[config.mk]
export PLATFORM = sky130hd
export DESIGN_NAME = multicycle_control_unit
export DESIGN_NICKNAME = d
export VERILOG_FILES = /design/src/rtl/kgp_ctrl_pkg.sv /design/src/rtl/multicycle_control_unit_ctrl_decoder.sv /design/src/rtl/multicycle_control_unit.sv
export SDC_FILE = /design/constraint.sdc
export NUM_CORES = 1
export LEC_CHECK = 0
export CORE_MARGIN = 2
export CORE_UTILIZATION = 54
export CTS_CLUSTER_DIAMETER = 200
export DETAILED_ROUTE_END_ITERATION = 10
export HOLD_SLACK_MARGIN = 0.06
export PLACE_DENSITY = 0.87
export SLEW_MARGIN = 20
export SYNTH_ARGS = -nofsm -noshare
export SYNTH_HDL_FRONTEND = slang
export SYNTH_HIERARCHICAL = 1
export SYNTH_SLANG_ARGS = --single-unit
export TNS_END_PERCENT = 5
[constraint.sdc]
create_clock -name clk -period 9.74 [get_ports clk]
set_input_delay 1.948 -clock clk [delete_from_list [all_inputs] [get_ports clk]]
set_output_delay 1.948 -clock clk [all_outputs]
set_load 0.02 [all_outputs]
[src/rtl/kgp_ctrl_pkg.sv]
// Shared definitions for the KGP mini-RISC multi-cycle control unit:
// opcode constants, ALU / branch operation encodings, instruction classes,
// FSM state encoding and the register-write / write-back mux selects.
package kgp_ctrl_pkg;

   localparam logic [5:0] OP_ALU   = 6'd0;
   localparam logic [5:0] OP_ALUI  = 6'd1;
   localparam logic [5:0] OP_LW    = 6'd3;
   localparam logic [5:0] OP_SW    = 6'd4;
   localparam logic [5:0] OP_BR    = 6'd5;
   localparam logic [5:0] OP_BRREG = 6'd6;
   localparam logic [5:0] OP_HALT  = 6'h3F;

   // The ALU function field selects the ALU operation directly; any func
   // value at or above ALU_FUNC_COUNT is an unknown ALU function.
   typedef enum logic [3:0] {
      ALU_ADD = 4'd0,
      ALU_SUB,
      ALU_AND,
      ALU_OR,
      ALU_XOR,
      ALU_NOT,
      ALU_SLA,
      ALU_SRA,
      ALU_SRL
   } alu_op_t;

   localparam logic [5:0] ALU_FUNC_COUNT = 6'd9;

   typedef enum logic [4:0] {
      BR_NONE = 5'd0,
      BR_B    = 5'd1,
      BR_BL   = 5'd2,
      BR_BCY  = 5'd3,
      BR_BNCY = 5'd4,
      BR_BR   = 5'd5,
      BR_BLTZ = 5'd6,
      BR_BZ   = 5'd7,
      BR_BNZ  = 5'd8
   } br_op_t;

   typedef enum logic [2:0] {
      CLS_ALU,
      CLS_LOAD,
      CLS_STORE,
      CLS_BRANCH,
      CLS_HALT
   } instr_class_t;

   // S_TRAP is only reachable when illegal-instruction trapping is built in.
   typedef enum logic [2:0] {
      S_IDLE,
      S_FETCH,
      S_DECODE,
      S_EXEC,
      S_MEM,
      S_WB,
      S_HALT,
      S_TRAP
   } state_t;

   localparam logic [1:0] RW_NONE = 2'b00;
   localparam logic [1:0] RW_RS   = 2'b01;
   localparam logic [1:0] RW_LINK = 2'b10;

   localparam logic [1:0] WB_SEL_PC  = 2'd0;
   localparam logic [1:0] WB_SEL_MEM = 2'd1;
   localparam logic [1:0] WB_SEL_ALU = 2'd2;

   function automatic logic is_alu_func(input logic [5:0] func);
      return func < ALU_FUNC_COUNT;
   endfunction

endpackage

[src/rtl/multicycle_control_unit_ctrl_decoder.sv]
// Combinational instruction decoder: turns an (opcode, func) pair into the
// static control word for that instruction, its class and an illegal flag.
// An illegal encoding yields an all-zero control word.
module ctrl_decoder
   import kgp_ctrl_pkg::*;
(
   input  logic [5:0] opcode,
   input  logic [5:0] func,
   output logic [3:0] alu_op,
   output logic       alu_mux_ctrl,
   output logic       imm_mux_ctrl,
   output logic [1:0] wb_sel,
   output logic [4:0] br_op,
   output logic       link,
   output logic [2:0] instr_class,
   output logic       illegal
);

   // Map the opcode class to ALU, immediate, write-back and branch selects.
   always_comb begin
      alu_op       = ALU_ADD;
      alu_mux_ctrl = 1'b0;
      imm_mux_ctrl = 1'b0;
      wb_sel       = WB_SEL_PC;
      br_op        = BR_NONE;
      link         = 1'b0;
      instr_class  = CLS_ALU;
      illegal      = 1'b0;
      case (opcode)
         OP_ALU, OP_ALUI: begin
            if (is_alu_func(func)) begin
               alu_op       = func[3:0];
               alu_mux_ctrl = (opcode == OP_ALUI);
               wb_sel       = WB_SEL_ALU;
            end else begin
               illegal = 1'b1;
            end
         end
         OP_LW: begin
            instr_class  = CLS_LOAD;
            alu_mux_ctrl = 1'b1;
            imm_mux_ctrl = 1'b1;
            wb_sel       = WB_SEL_MEM;
         end
         OP_SW: begin
            instr_class  = CLS_STORE;
            alu_mux_ctrl = 1'b1;
            imm_mux_ctrl = 1'b1;
         end
         OP_BR, OP_BRREG: begin
            if (func[5:2] == 4'd0) begin
               instr_class = CLS_BRANCH;
               if (opcode == OP_BR) begin
                  br_op = 5'(BR_B) + {3'b000, func[1:0]};
                  link  = (func[1:0] == 2'b01);
               end else begin
                  br_op = 5'(BR_BR) + {3'b000, func[1:0]};
               end
            end else begin
               illegal = 1'b1;
            end
         end
         OP_HALT: begin
            instr_class = CLS_HALT;
         end
         default: begin
            illegal = 1'b1;
         end
      endcase
   end

endmodule

[src/rtl/multicycle_control_unit.sv]
// Multi-cycle control FSM for the KGP mini-RISC. Sequences
// FETCH/DECODE/EXEC/MEM/WB, drives every data_path control input, handles the
// run/halt handshake and counts retired instructions (saturating).
// Build option: define CTRL_ILLEGAL_TRAP_EN to send unknown encodings to a
// sticky TRAP state; otherwise they retire as a NOP.
module multicycle_control_unit
   import kgp_ctrl_pkg::*;
#(
   parameter int CNT_W = 32
) (
   input  logic             clk,
   input  logic             rst,
   input  logic             run,
   input  logic [5:0]       opcode,
   input  logic [5:0]       func,
   output logic [1:0]       reg_write,
   output logic             imm_mux_ctrl,
   output logic             alu_mux_ctrl,
   output logic [3:0]       alu_op,
   output logic             dmem_enable,
   output logic             dmem_write_enable,
   output logic [1:0]       reg_write_mux_ctrl,
   output logic [4:0]       br_op,
   output logic             pc_write,
   output logic             busy,
   output logic             halted,
   output logic [CNT_W-1:0] retired
);

   state_t     state;
   state_t     next_state;
   logic [5:0] ir_opcode;
   logic [5:0] ir_func;
   logic [5:0] dec_opcode;
   logic [5:0] dec_func;
   logic [3:0] dec_alu_op;
   logic       dec_alu_mux;
   logic       dec_imm_mux;
   logic [1:0] dec_wb_sel;
   logic [4:0] dec_br_op;
   logic       dec_link;
   logic [2:0] dec_class;
   logic       dec_illegal;

   // In DECODE the live inputs choose the next state; afterwards only the IR is used.
   always_comb begin
      dec_opcode = ir_opcode;
      dec_func   = ir_func;
      if (state == S_DECODE) begin
         dec_opcode = opcode;
         dec_func   = func;
      end
   end

   ctrl_decoder u_decoder (
      .opcode       (dec_opcode),
      .func         (dec_func),
      .alu_op       (dec_alu_op),
      .alu_mux_ctrl (dec_alu_mux),
      .imm_mux_ctrl (dec_imm_mux),
      .wb_sel       (dec_wb_sel),
      .br_op        (dec_br_op),
      .link         (dec_link),
      .instr_class  (dec_class),
      .illegal      (dec_illegal)
   );

   // State register.
   always_ff @(posedge clk or negedge rst) begin
      if (!rst) state <= S_IDLE;
      else      state <= next_state;
   end

   // Instruction register, captured while the instruction is being decoded.
   always_ff @(posedge clk or negedge rst) begin
      if (!rst) begin
         ir_opcode <= '0;
         ir_func   <= '0;
      end else if (state == S_DECODE) begin
         ir_opcode <= opcode;
         ir_func   <= func;
      end
   end

   // Next-state logic and per-state control outputs.
   always_comb begin
      next_state         = state;
      reg_write          = RW_NONE;
      imm_mux_ctrl       = 1'b0;
      alu_mux_ctrl       = 1'b0;
      alu_op             = ALU_ADD;
      dmem_enable        = 1'b0;
      dmem_write_enable  = 1'b0;
      reg_write_mux_ctrl = WB_SEL_PC;
      br_op              = BR_NONE;
      pc_write           = 1'b0;
      busy               = !(state == S_IDLE || state == S_HALT);
      halted             = (state == S_HALT || state == S_TRAP);

      if (state == S_EXEC || state == S_MEM || state == S_WB) begin
         alu_op             = dec_alu_op;
         alu_mux_ctrl       = dec_alu_mux;
         imm_mux_ctrl       = dec_imm_mux;
         reg_write_mux_ctrl = dec_wb_sel;
      end

      case (state)
         S_IDLE: begin
            if (run) next_state = S_FETCH;
         end
         S_FETCH: begin
            next_state = S_DECODE;
         end
         S_DECODE: begin
            if (dec_illegal) begin
`ifdef CTRL_ILLEGAL_TRAP_EN
               next_state = S_TRAP;
`else
               next_state = S_WB;
`endif
            end else begin
               next_state = S_EXEC;
            end
         end
         S_EXEC: begin
            case (dec_class)
               CLS_BRANCH: begin
                  br_op      = dec_br_op;
                  pc_write   = 1'b1;
                  if (dec_link) reg_write = RW_LINK;
                  next_state = run ? S_FETCH : S_IDLE;
               end
               CLS_LOAD, CLS_STORE: next_state = S_MEM;
               CLS_HALT:            next_state = S_HALT;
               default:             next_state = S_WB;
            endcase
         end
         S_MEM: begin
            dmem_enable = 1'b1;
            if (dec_class == CLS_STORE) begin
               dmem_write_enable = 1'b1;
               pc_write          = 1'b1;
               next_state        = run ? S_FETCH : S_IDLE;
            end else begin
               next_state = S_WB;
            end
         end
         S_WB: begin
            reg_write  = dec_illegal ? RW_NONE : RW_RS;
            pc_write   = 1'b1;
            next_state = run ? S_FETCH : S_IDLE;
         end
         S_HALT: begin
            next_state = S_HALT;
         end
         S_TRAP: begin
            next_state = S_TRAP;
         end
         default: begin
            next_state = S_IDLE;
         end
      endcase
   end

   // Retired-instruction counter: one per PC update, holding at all-ones.
   always_ff @(posedge clk or negedge rst) begin
      if (!rst) begin
         retired <= '0;
      end else if (pc_write && (retired != {CNT_W{1'b1}})) begin
         retired <= retired + CNT_W'(1);
      end
   end

endmodule

After elaboration in Yosys (flattened, before gate mapping)
Cells that the tools add are included.

Register bits after elaboration: 47. Latch bits: 0. Bits in writable memories: 0. Bits in read-only memories: 0. Bits of input ports: 15. Output and inout port bits: 52. Word-level logic and storage cells: 83. Memories kept: 0.

Add/subtract/negate cells: 3. Multipliers: 0. Divide/modulo/power cells: 0. $lt $le $gt $ge: 1. Eq/ne operators: 20. Shift-type cells: 0. Muxes and demuxes: 41. Bitwise operators: 0. Reduce and logical (&&, ||, !) cells: 14.

Operator list (count): adder 32 x 1 -> 32 bit, second input constant (1); inequality test 32 bit, second input constant (1); 2-to-1 mux 5 bit (5); one-hot mux 3 bit (8 select lines) (1); == test 6 x 3 -> 1 bit, second input constant (3); == test 3 bit, second input constant (5); 2-to-1 mux 1 bit (15); == test 3 x 2 -> 1 bit, second input constant (4); 2-to-1 mux 4 bit (3); 2-to-1 mux 6 bit (2); one-hot mux 3 bit (4 select lines) (1); 2-to-1 mux 2 bit (5); 2-to-1 mux 3 bit (3); one-hot mux 3 bit (3 select lines) (1); one-hot mux 2 bit (2 select lines) (2); OR reduction 2 bit (4); == test 3 x 1 -> 1 bit, second input constant (2); == test 6 x 1 -> 1 bit, second input constant (1); == test 6 x 2 -> 1 bit, second input constant (1); == test 6 bit, second input constant (1); logical NOT 6 bit (1); less-than comparator 6 x 4 -> 1 bit, second input constant (1); one-hot mux 1 bit (3 select lines) (2); adder 3 x 2 -> 4 bit, first input constant (1); other kinds (10) (13).

Logic depth before layout (Yosys ltp)
Depth in word-level cells: 9. Depth in mapped cells: 13. Mapped depth without buffers: 10.

Cells and area by module
The synthesis kept the hierarchy.

Modules (own cells, without submodules): multicycle_control_unit (instances 1, cells each 217, area an instance 2377.3 um^2, seq. area each 1176.1 um^2); ctrl_decoder (instances 1, cells each 52, area an instance 366.6 um^2, seq. area each 0.0 um^2).

Least setup slack after synthesis
No wires, ideal clock.

Path kind: input -> output. From: input func[3]. To: output dmem_write_enable. Arrival time: 3969 ps. Required time: 7792 ps. Setup slack: 3823 ps. Cell stages on the path: 6. Path buffers: 0. Path through: mux2_2 > nor4_4 > maj3_1 > and3_1 > or3b_2 > nor3_1.

Longest elaborated chain between the ends: 7.

RTL lines: from (decl) (RTL line multicycle_control_unit.sv:15) `input logic [5:0] func,`; 2-to-1 mux 6 bit; logical NOT 4 bit (RTL line multicycle_control_unit_ctrl_decoder.sv:51) `if (func[5:2] == 4'd0) begin`; 2-to-1 mux 2 bit (RTL line multicycle_control_unit_ctrl_decoder.sv:51); one-hot mux 3 bit (4 select lines) (RTL line multicycle_control_unit_ctrl_decoder.sv:29) `case (opcode)`; net dec_class[1] (RTL line multicycle_control_unit.sv:42) `logic [2:0] dec_class;`; == test 3 x 2 -> 1 bit (RTL line multicycle_control_unit.sv:140) `if (dec_class == CLS_STORE) begin`; 2-to-1 mux 1 bit (RTL line multicycle_control_unit.sv:140); 2-to-1 mux 1 bit (RTL line multicycle_control_unit.sv:107) `case (state)`; to (decl) (RTL line multicycle_control_unit.sv:21) `output logic dmem_write_enable,`.

The timed path passes the listed nets, and every way through them passes these cells.

Worst setup path in the final report
From: input func[3]. To: output pc_write.

Longest elaborated chain between the ends: 7. Elaborated cells on any way between the ends: 9.

RTL lines: 2-to-1 mux 6 bit *; net dec_func[3] (RTL line multicycle_control_unit.sv:35) `logic [5:0] dec_func;`; logical NOT 4 bit * (RTL line multicycle_control_unit_ctrl_decoder.sv:51); 2-to-1 mux 2 bit * (RTL line multicycle_control_unit_ctrl_decoder.sv:51); one-hot mux 3 bit (4 select lines) * (RTL line multicycle_control_unit_ctrl_decoder.sv:29); net dec_class[1] (RTL line multicycle_control_unit.sv:42); == test 3 x 2 -> 1 bit, on equally long branches (RTL line multicycle_control_unit.sv:140, multicycle_control_unit.sv:126); 2-to-1 mux 1 bit, on equally long branches (RTL line multicycle_control_unit.sv:140, multicycle_control_unit.sv:126); one-hot mux 1 bit (3 select lines) * (RTL line multicycle_control_unit.sv:107); to (decl) (RTL line multicycle_control_unit.sv:24) `output logic pc_write,`.

The timed path passes the listed nets; every way through them passes the cells marked *.

==> impl_metrics.tcl <==
set metrics [dict create \
    synth_top_family_by_area "simple AND/OR/NAND/NOR gates" \
    ys_ff_latch 47 \
    vias_per_cell 5.55 \
    cts.sinks 47 \
    cts_max_path_buffers 2 \
    crit_start "func[3]" \
    critPathKind "input pin to output pin" \
    async_reset_ff_share_pct 100 \
    r2r_start "state[2]$_DFFE_PN0P_" \
    yosysUniqueCellTypes 53 \
    crit_top_cell "clkdlybuf4s50_1" \
    dieArea_um2 5670 \
    crit_buf_inv 2 \
    routabilityCongestion 0.841 \
    grt_max_degree 48 \
    die_h_um 75.3 \
    ys.flop_type "dfrtp_1" \
    hp-start "retired[12]$_DFFE_PN0P_" \
    cts_hold_buf 0 \
    initial_utilization_pct 57.0 \
    start_kind "input pin" \
    io_pins 67 \
    finalCritPeriodShare_pct 72.4 \
    register_area_um2 1180 \
    synth_xor_area_share_pct 9.26 \
    root_buffer "clkbuf_8" \
    drive_above_1_share_pct 11.6 \
    crit_required_ps 7790 \
    stdcell_count 403 \
    diodes 0 \
    worst_hold_path_type "register to register" \
    synthCells 269 \
    synthAdderAreaFrac_pct 2.64 \
    setup_tns_ps 0 \
    core-area_um2 4820 \
    cts_resized 0 \
    syn_avg_cell_area_um2 10.2 \
    grt_pass1_wl_um 9470 \
    path_clk_slew_ps 80 \
    worstSetupEndpointType "output pin" \
    syn_nets 289 \
    cpLargestDelayFamily "simple AND/OR/NAND/NOR gates" \
    cts_tree "built" \
    numCtsBuffers 5 \
    antenna_found_initial 0 \
    wirelength_um 5880 \
    num_rows 25 \
    status "completed" \
    cpMaxStageDelayCell "clkdlybuf4s50_1" \
    synthSimpleGateAreaFrac_pct 27.5 \
    dpl.hpwl_um 4330 \
    syn-cell-area_um2 2740 \
    drt_iter0_drc 132 \
    rsz0062_at_grt "false" \
    vias 2235 \
    fin_nets 355 \
    setup_viol 0 \
    report.final.hold_viol_count 0 \
    grt_pass1_vias 2035 \
    synthToLayoutAreaGrowth_pct 28.6 \
    fmax_mhz 142 \
    muxShareOfSynthArea_pct 6.11 \
    port_buffers 65 \
    wire_per_inst_um 14.6 \
    synth_edf_count 0 \
    slowest_delay_ps 600 \
    post_cts_buffers 0 \
    grt_overflow 0 \
    maxSlewHeadroom_pct 52.1 \
    fin_crit_ps 7060 \
    place_inst 395 \
    yosysSeqAreaShare_pct 42.9 \
    powerDensity_nw_per_um2 200 \
    crit_path_max_fanout 5 \
    worst_slew_pin_slew_ps 713 \
    synth_compound_gate_area_share_pct 8.98 \
    drv_cap 0 \
    leakagePower_nw 1.40 \
    drc 0 \
    fillerInstances 382 \
    clock_skew_ps 5.63 \
    clock_latency_ps 290 \
    fp.dieW_um 75.3 \
    drtPass1Iterations 4 \
    htreeDepth 2 \
    cp_data_arrival_time_ps 5110 \
    grt_use_total_pct 21.9 \
    crit_chain "clkdlybuf4s50_1 -> mux2_2 -> nor4_4 -> maj3_1 -> and3_1 -> or3b_2 -> a21o_1 -> nand2_1 -> clkdlybuf4s50_1" \
    final_util_pct 73.2 \
    multi_input_area_um2 1500 \
    slew_violations 0 \
    ir_drop_v 0.000138 \
    yosysWarnings 6 \
    ant_nets 0 \
]
## path summary, 6_finish.rpt
path	endpoint	slack [ps]	depth (start not counted)
worst min register to register	retired[12]$_DFFE_PN0P_	500	1
max in group asynchronous	retired[16]$_DFFE_PN0P_	7680	1
worst max-delay path	pc_write	2680	9
worst min-delay path	retired[12]$_DFFE_PN0P_	500	1
worst max register to register	retired[29]$_DFFE_PN0P_	5220	11
min in group asynchronous	ir_func[4]$_DFF_PN0_	1650	1
## cell type report
cell class	count	area share, %
tap	67	2.38
timing repair buffer	66	18.6
clock buffer	5	1.95
sequential	47	33.3
multi-input combinational	207	42.5
inverter	8	0.851
clock inverter	3	0.426
## cell usage after synthesis, types with 2 or more instances
cell type | instances | area [um2]
a21o_1 | 4 | 30.0
and3_1 | 6 | 37.5
and2_1 | 26 | 163
o21ai_0 | 5 | 25.0
nand2_1 | 14 | 52.6
dfrtp_1 | 47 | 1180
nand3b_1 | 2 | 15.0
o21a_1 | 2 | 15.0
a211oi_1 | 2 | 15.0
inv_1 | 7 | 26.3
xnor2_1 | 23 | 201
or2_2 | 2 | 12.5
mux2_2 | 13 | 146
a31oi_1 | 3 | 18.8
nand4_1 | 12 | 75.1
nand3_1 | 9 | 45.0
nor3_1 | 10 | 50.1
xor2_1 | 6 | 52.6
and4_1 | 5 | 43.8
nand3_2 | 6 | 60.1
and3b_1 | 2 | 17.5
nor2b_1 | 4 | 25.0
ha_1 | 5 | 62.6
nor2_1 | 15 | 56.3
clkbuf_1 | 4 | 15.0
nand2_2 | 3 | 18.8
a21oi_1 | 6 | 30.0
## cell usage in the layout, fill, tap and decap left out, types with 3 or more instances in the layout
cell type and instances:
nor3_1 10, clkdlybuf4s50_1 64, nor2b_1 4, mux2_2 13
xnor2_1 23, and3_1 6, dfrtp_1 47, nor2_1 15
nand2_1 14, clkbuf_8 5, nand2_2 3, clkinv_2 3
a31oi_1 3, and2_1 26, nand4_1 12, nand3_2 6
xor2_1 6, o21ai_0 5, a21o_1 4, nand3_1 9
inv_1 7, and4_1 5, ha_1 5, a21oi_1 6
## per-layer routing
| layer | part of all wire, % | GRT usage [%] | wire (um) |
|---|---|---|---|
| met3 | 4.9 | 4.55 | 288 |
| met4 | 1.3 | 6.24 | 79 |
| met2 | 48 | 35.1 | 2810 |
| met5 | 0 | 0 | 0 |
| met1 | 46 | 30.2 | 2710 |
## flip-flops by register name, indices dropped and copies added (netlist names)
signal,cells
state,3
ir_opcode,6
retired,32
ir_func,6
## where the power goes
group	internal, W	switching (W)
Clock	0.0000492	0.0000632
Combinational	0.000136	0.000191
Sequential	0.000236	0.0000303
Total	0.000422	0.000285
## through the flow
step                worst slack, ps  total power, W  cell area, um2  hold slack [ps]
floorplan                      3820        0.000502            2740              496
global placement               2840        0.000584            3440              481
detailed placement             2740        0.000597            3440              482
CTS                            2730        0.000712            3530              498
global route                   2610        0.000755            3530              515
finish                         2680        0.000707            3530              498
## cell families after synthesis
family,count (synthesis)
muxes,15
adders and majority gates,6
buffers and inverters,15
DFF,47
xor gates and xnor gates,29
and+or+nand+nor,124
AOI/OAI and AO/OA,32
other,1
No activity file was read; power rests on OpenSTA's default activity.
